File: src/rtl/display_scan_hex.sv
// Multiplexed common-anode hex display scanner: per-frame input snapshot, PWM brightness, guard band.
// Optional leading-zero blanking is compiled in with `define DISPLAY_SCAN_LZB_EN.
module display_scan_hex #(
    parameter int N_DIGITS    = 8,
    parameter int DIV_BITS    = 13,
    parameter int GUARD       = 16,
    parameter int BRIGHT_BITS = 3
) (
    input  logic                    clk,
    input  logic                    reset_n,
    input  logic [4*N_DIGITS-1:0]   data,
    input  logic [N_DIGITS-1:0]     dp_in,
    input  logic [N_DIGITS-1:0]     digit_en,
    input  logic [BRIGHT_BITS-1:0]  brightness,
    output logic [6:0]              seg,
    output logic                    dp,
    output logic [N_DIGITS-1:0]     strobe,
    output logic                    frame_start
);

    localparam int IW = (N_DIGITS > 1) ? $clog2(N_DIGITS) : 1;
    localparam logic [IW-1:0]       IDX_TOP = IW'(N_DIGITS - 1);
    localparam logic [DIV_BITS-1:0] GUARD_C = DIV_BITS'(GUARD);

    logic [DIV_BITS-1:0]    sc_q, sc_d;
    logic [IW-1:0]          idx_q, idx_d;
    logic [4*N_DIGITS-1:0]  data_sh_q, data_sh_d;
    logic [N_DIGITS-1:0]    dp_sh_q, dp_sh_d;
    logic [N_DIGITS-1:0]    en_sh_q, en_sh_d;
    logic [BRIGHT_BITS-1:0] bright_sh_q, bright_sh_d;
    logic [6:0]             seg_q, seg_d;
    logic                   dp_q, dp_d;
    logic [N_DIGITS-1:0]    strobe_q, strobe_d;
    logic                   frame_start_q, frame_start_d;

    logic                   snap;
    logic [N_DIGITS-1:0]    en_eff;
    logic [N_DIGITS-1:0]    sel_onehot;
    logic [3:0]             nib_sel;
    logic                   dp_sel;
    logic                   en_sel;
    logic                   on;
`ifdef DISPLAY_SCAN_LZB_EN
    logic                   zeros_above;
`endif

    function automatic logic [6:0] hex7(input logic [3:0] v);
        case (v)
            4'h0: hex7 = 7'h40;
            4'h1: hex7 = 7'h79;
            4'h2: hex7 = 7'h24;
            4'h3: hex7 = 7'h30;
            4'h4: hex7 = 7'h19;
            4'h5: hex7 = 7'h12;
            4'h6: hex7 = 7'h02;
            4'h7: hex7 = 7'h78;
            4'h8: hex7 = 7'h00;
            4'h9: hex7 = 7'h18;
            4'hA: hex7 = 7'h08;
            4'hB: hex7 = 7'h03;
            4'hC: hex7 = 7'h27;
            4'hD: hex7 = 7'h21;
            4'hE: hex7 = 7'h06;
            default: hex7 = 7'h0E;
        endcase
    endfunction

    always_comb begin
        snap = (idx_q == IDX_TOP) && (sc_q == '0);

        sc_d  = sc_q + DIV_BITS'(1);
        idx_d = idx_q;
        if (sc_q == '1) begin
            idx_d = (idx_q == '0) ? IDX_TOP : idx_q - IW'(1);
        end

        // The snapshot cycle already displays the freshly captured values.
        data_sh_d   = snap ? data       : data_sh_q;
        dp_sh_d     = snap ? dp_in      : dp_sh_q;
        en_sh_d     = snap ? digit_en   : en_sh_q;
        bright_sh_d = snap ? brightness : bright_sh_q;

        en_eff = en_sh_d;
`ifdef DISPLAY_SCAN_LZB_EN
        zeros_above = 1'b1;
        for (int i = N_DIGITS - 1; i >= 0; i--) begin
            if (i != 0 && zeros_above && data_sh_d[4*i +: 4] == 4'h0 && !dp_sh_d[i]) begin
                en_eff[i] = 1'b0;
            end
            zeros_above = zeros_above && (data_sh_d[4*i +: 4] == 4'h0);
        end
`endif

        sel_onehot = '0;
        nib_sel    = 4'h0;
        dp_sel     = 1'b0;
        en_sel     = 1'b0;
        for (int i = 0; i < N_DIGITS; i++) begin
            if (idx_q == IW'(i)) begin
                sel_onehot[i] = 1'b1;
                nib_sel       = data_sh_d[4*i +: 4];
                dp_sel        = dp_sh_d[i];
                en_sel        = en_eff[i];
            end
        end

        on = (sc_q >= GUARD_C)
             && (sc_q[DIV_BITS-1 -: BRIGHT_BITS] <= bright_sh_d)
             && en_sel;

        strobe_d      = '1;
        seg_d         = 7'h7F;
        dp_d          = 1'b1;
        if (on) begin
            strobe_d = ~sel_onehot;
            seg_d    = hex7(nib_sel);
            dp_d     = ~dp_sel;
        end
        frame_start_d = snap;
    end

    always_ff @(posedge clk or negedge reset_n) begin
        if (!reset_n) begin
            sc_q          <= '0;
            idx_q         <= IDX_TOP;
            data_sh_q     <= '0;
            dp_sh_q       <= '0;
            en_sh_q       <= '0;
            bright_sh_q   <= '0;
            seg_q         <= 7'h7F;
            dp_q          <= 1'b1;
            strobe_q      <= '1;
            frame_start_q <= 1'b0;
        end else begin
            sc_q          <= sc_d;
            idx_q         <= idx_d;
            data_sh_q     <= data_sh_d;
            dp_sh_q       <= dp_sh_d;
            en_sh_q       <= en_sh_d;
            bright_sh_q   <= bright_sh_d;
            seg_q         <= seg_d;
            dp_q          <= dp_d;
            strobe_q      <= strobe_d;
            frame_start_q <= frame_start_d;
        end
    end

    assign seg         = seg_q;
    assign dp          = dp_q;
    assign strobe      = strobe_q;
    assign frame_start = frame_start_q;

endmodule

File: config.mk
export PLATFORM = sky130hd
export DESIGN_NAME = display_scan_hex
export DESIGN_NICKNAME = d
export VERILOG_FILES = /design/src/rtl/display_scan_hex.sv
export SDC_FILE = /design/constraint.sdc
export NUM_CORES = 1
export LEC_CHECK = 0
export ABC_AREA = 0
export BUFFER_PORTS_ARGS = -buffer_cell sky130_fd_sc_hd__buf_2
export CAP_MARGIN = 5
export CORE_MARGIN = 2
export CORE_UTILIZATION = 55
export CTS_CLUSTER_DIAMETER = 40
export DETAILED_ROUTE_END_ITERATION = 8
export PLACE_DENSITY = 0.78
export SETUP_SLACK_MARGIN = 0.05
export SLEW_MARGIN = 25
export SYNTH_ARGS = -nofsm -noshare
export SYNTH_HDL_FRONTEND = slang
export SYNTH_SLANG_ARGS = --single-unit
File: constraint.sdc
create_clock -name clk -period 4.8 [get_ports clk]
set_clock_uncertainty 0.05 [all_clocks]
set_input_delay 0.96 -clock clk [delete_from_list [all_inputs] [get_ports clk]]
set_output_delay 0.96 -clock clk [all_outputs]
set_load 0.02 [all_outputs]
==> metrics.log <==
[metrics] placed cell count: roughly 600
[metrics] number of buffers between clock root and the deepest sink: 2
[metrics] final wirelength: ~9.8 mm
[metrics] Power per Cell Area: between 200 and 300 nW/um^2
[metrics] number of optimization iterations in the first detailed-route pass: 5
[metrics] aggregate global routing overflow: 0
[metrics] via count of the first global-routing pass: about 3300
[metrics] final total negative setup slack: 0 ns
[metrics] worst hold slack after final layout: 0.421 ns
[metrics] remaining routing DRC violations: 0
[metrics] status: finished clean
[metrics] Die Y: just over 90 um
[metrics] Vias per Instance: between 5 and 6
[metrics] Final GP Congestion: ~0.84
[metrics] Yosys warning total: 0
[metrics] CTS resizes: 0
[metrics] cell count of the worst reg-to-reg path: 13
[metrics] register bit total from synthesis: 84
[metrics] global-route wire length before repair: ~16 mm
[metrics] number of nets in the synthesized netlist: between 500 and 600
[metrics] all-layer global routing usage: 0.247
[metrics] Placed Area: 4640 um^2
[metrics] Async SR Flop Fraction: 1.00
[metrics] number of nets still failing antenna checks after routing: 0
[metrics] Most used DFF post-synth: sky130_fd_sc_hd__dfrtp_1
[metrics] Seq/Total Area, Yosys: 0.501
[metrics] ports placed on the boundary: 70
[metrics] routed length on met1: 4.39 mm
[metrics] synthesized area: about 4200 um^2
[metrics] Syn Inst Count: around 440
[metrics] fraction of layout instances using a drive strength above 1: 0.236
[metrics] kind of critical path: flip-flop to flip-flop
[metrics] worst max-slew margin expressed relative to the limit: 0.505
[metrics] buffer count from post-CTS setup fixing: 0
[metrics] H-tree Lvls: 3
[metrics] Initial Util: 0.558
[metrics] number of antenna violations at the first check in global routing: 0
[metrics] fraction of power spent switching nets: 0.220
[metrics] net count of the finished layout: 576
[metrics] hold path cells: 2
[metrics] critical path data arrival time: ~4.5 ns
[metrics] EDFF count, synth: 0
[metrics] CP required: roughly 5 ns
[metrics] switching power: 0.283 mW
[metrics] worst setup slack before clock tree synthesis: 0.660 ns
[metrics] cts bufs inserted: 9
[metrics] min-delay src: en_sh_q[3]
[metrics] simple-gate share of the synthesized area: 0.208
[metrics] leakage power total: about 2.4 nW
[metrics] Clock Pin Slew Worst Setup and Hold Paths: roughly 0.08 ns
[metrics] top routing layer in use: met4
[metrics] count of clock tree sinks: 84
[metrics] beginning of the critical path: idx_q[0]
[metrics] fraction of the mapped netlist area in compound gates: 0.112
[metrics] final hold viol count: 0
[metrics] type of destination of the critical path: flip-flop
[metrics] internal power: roughly 1.0 mW
[metrics] post-DR wirelength/cell: ~16 um
[metrics] Die Wd: 91.8 um
[metrics] critical-path maximum fanout: 45
[metrics] area growth from synthesis to layout: 14.1%
[metrics] relative contribution of the clock network to total power: 0.402
[metrics] final max-slew violation count: 0
[metrics] Max-Cap Viols: 0
[metrics] row count: 32
[metrics] Worst Hold Class: flip-flop to flip-flop
[metrics] final critical-path required period: approximately 4.2 ns
[metrics] count of different cell masters after synthesis: 58
[metrics] number of hold buffers added after CTS: 0
[metrics] count of inserted antenna diode cells: 0
[metrics] mux contribution to synthesized area: 0.0560
[metrics] share of synthesized cell area in full adder, half adder and majority cells: 0.0442
[metrics] placeable core region: roughly 7600 um^2
[metrics] final std cell area, no fill: 4840 um^2
[metrics] fillers: ~660
[metrics] number of I/O port buffers: around 70
[metrics] count of placed standard cells in the final layout, fillers left out: between 600 and 700
[metrics] ratio of final minimum period to clock period: 0.880
[metrics] slew at the pin closest to its max-slew limit: 0.742 ns
[metrics] TritonCTS clock tree: built
[metrics] detailed placement HPWL: between 7 and 8 mm
[metrics] main combinational cell family by area after synthesis: simple AND/OR/NAND/NOR gates
[metrics] Iter 0 DRT Violations: about 260
[metrics] CP Launch Type: flip-flop
[metrics] average cell area after synthesis: roughly 9.6 um^2
[metrics] routed wl met3: 644 um
[metrics] total setup violations reported at the end of the flow: 0
[metrics] highest attainable clock frequency: about 240 MHz
[metrics] Clock Latency Late Sink: around 0.36 ns
[metrics] unrepaired setup endpoints after global routing: no
[metrics] largest net degree at the start of global routing: 85
[metrics] met2 WL post-DR: ~4.6 mm
[metrics] Synth Area in XOR/XNOR: 0.0227
[metrics] slack of the critical path: 0.577 ns
[metrics] library cell used as clock root buffer: sky130_fd_sc_hd__clkbuf_8
[metrics] Die Area: 8440 um^2
[metrics] combinational power share: 0.041
[metrics] worst-case vdd ir drop: between 0.00015 and 0.0002 V
[metrics] sequential cell fraction of total power: 0.557
[metrics] R2R Path Start: idx_q[0]
[metrics] worst reg2reg setup slack: 0.58 ns
[metrics] number of vias in the routed layout: between 3000 and 4000
==> final cells by class <==
class	count	area (um^2)	share of cell area
flip-flops and latches	84	2130	0.439
multi-input cells	306	1880	0.388
repair buffers	72	374	0.0773
clock buffers	12	155	0.0320
inverters	35	131	0.0271
well taps	102	128	0.0264
clock inverters	4	47.5	0.00982
==> per-stage QoR <==
stage          power [mW]   util
6_report             1.29  0.637
3_3_place_gp        0.783  0.609
3_5_place_dp        0.784  0.609
4_1_cts              1.29  0.636
2_1_floorplan       0.744      -
5_1_grt              1.33  0.637
==> cells by family (layout without fill, tap and decap cells) <==
kind of cell,Yosys count,count (layout)
simple gates,194,194
xor+xnor,11,11
fa+ha+maj,15,15
compound gates,63,63
mux,23,23
flops,84,84
buf+inv,53,123
==> layer usage <==
metal,vias up,track usage
met5,-,0
met4,0,0.101
met3,21,0.0427
met2,139,0.386
met1,1650,0.344
li1,1610,-
==> synthesized netlist by cell type, types with 4 or more instances <==
cell type / instances / share of area
sky130_fd_sc_hd__nor2_1: 20 / 0.018
sky130_fd_sc_hd__o211ai_1: 5 / 0.0088
sky130_fd_sc_hd__dfrtp_1: 65 / 0.38
sky130_fd_sc_hd__a211oi_1: 4 / 0.0071
sky130_fd_sc_hd__inv_1: 35 / 0.031
sky130_fd_sc_hd__clkbuf_1: 7 / 0.0062
sky130_fd_sc_hd__o22ai_1: 4 / 0.0059
sky130_fd_sc_hd__buf_2: 4 / 0.0047
sky130_fd_sc_hd__dfstp_2: 19 / 0.12
sky130_fd_sc_hd__a21oi_1: 9 / 0.011
sky130_fd_sc_hd__ha_1: 15 / 0.044
sky130_fd_sc_hd__buf_6: 4 / 0.011
sky130_fd_sc_hd__nand2b_1: 9 / 0.013
sky130_fd_sc_hd__nand3_1: 15 / 0.018
sky130_fd_sc_hd__and2_1: 5 / 0.0074
sky130_fd_sc_hd__mux2i_1: 20 / 0.047
sky130_fd_sc_hd__nor3_1: 5 / 0.0059
sky130_fd_sc_hd__nand2_1: 117 / 0.10
sky130_fd_sc_hd__xnor2_1: 8 / 0.017
sky130_fd_sc_hd__o21ai_0: 9 / 0.011
sky130_fd_sc_hd__nor2b_1: 4 / 0.0059
==> cell usage in the layout (no fill, tap or decap), drive strengths merged, types with 3 or more instances in the layout <==
| cell | instances |
|---|---|
| a211oi | 5 |
| a21o | 3 |
| a21oi | 9 |
| a22oi | 4 |
| a31o | 3 |
| a31oi | 4 |
| and2 | 5 |
| buf | 72 |
| clkbuf | 12 |
| dfrtp | 65 |
| dfstp | 19 |
| ha | 15 |
| inv | 35 |
| mux2 | 3 |
| mux2i | 20 |
| nand2 | 117 |
| nand2b | 9 |
| nand3 | 15 |
| nand4 | 3 |
| nor2 | 20 |
| nor2b | 4 |
| nor3 | 5 |
| nor4 | 5 |
| o211ai | 5 |
| o21ai | 9 |
| o22ai | 4 |
| or3 | 3 |
| xnor2 | 8 |
| xor2 | 3 |
==> final timing paths <==
path                               to
max                            seg[3]
min                        en_sh_q[3]
max reg2reg                    seg[3]
min reg2reg                en_sh_q[3]
max in group asynchronous    sc_q[12]
min in group asynchronous     sc_q[4]
==> flip-flops by register name, indices dropped and copies added (netlist names) <==
name and cells:
seg 7, dp 1, sc_q 13, en_sh_q 8
data_sh_q 32, bright_sh_q 3, frame_start 1, dp_sh_q 8
idx_q 3, strobe 8
==> worst max-delay path: stages (launching register included) <==
cell and delay [ns]:
sky130_fd_sc_hd__dfstp_2 0.57, sky130_fd_sc_hd__ha_1 0.45, sky130_fd_sc_hd__and4b_1 0.28, sky130_fd_sc_hd__nand4_1 0.13, sky130_fd_sc_hd__buf_4 0.34, sky130_fd_sc_hd__mux2i_1 0.20
sky130_fd_sc_hd__o22ai_1 0.18, sky130_fd_sc_hd__a22oi_1 0.12, sky130_fd_sc_hd__o21ai_0 0.60, sky130_fd_sc_hd__inv_1 0.19, sky130_fd_sc_hd__ha_1 0.40, sky130_fd_sc_hd__or3_1 0.41
sky130_fd_sc_hd__o2111ai_1 0.11, sky130_fd_sc_hd__a21o_1 0.14
==> power by group through the flow <==
stage                     logic, mW  registers (mW)  clock network (mW)
after floorplan              0.0140           0.730                   0
after global placement       0.0527           0.730                   0
after detailed placement     0.0538           0.731                   0
after CTS                    0.0541           0.717               0.523
after global routing         0.0608           0.718               0.547
final                        0.0534           0.717               0.518
Note: power is estimated with default switching activity, not from simulation.
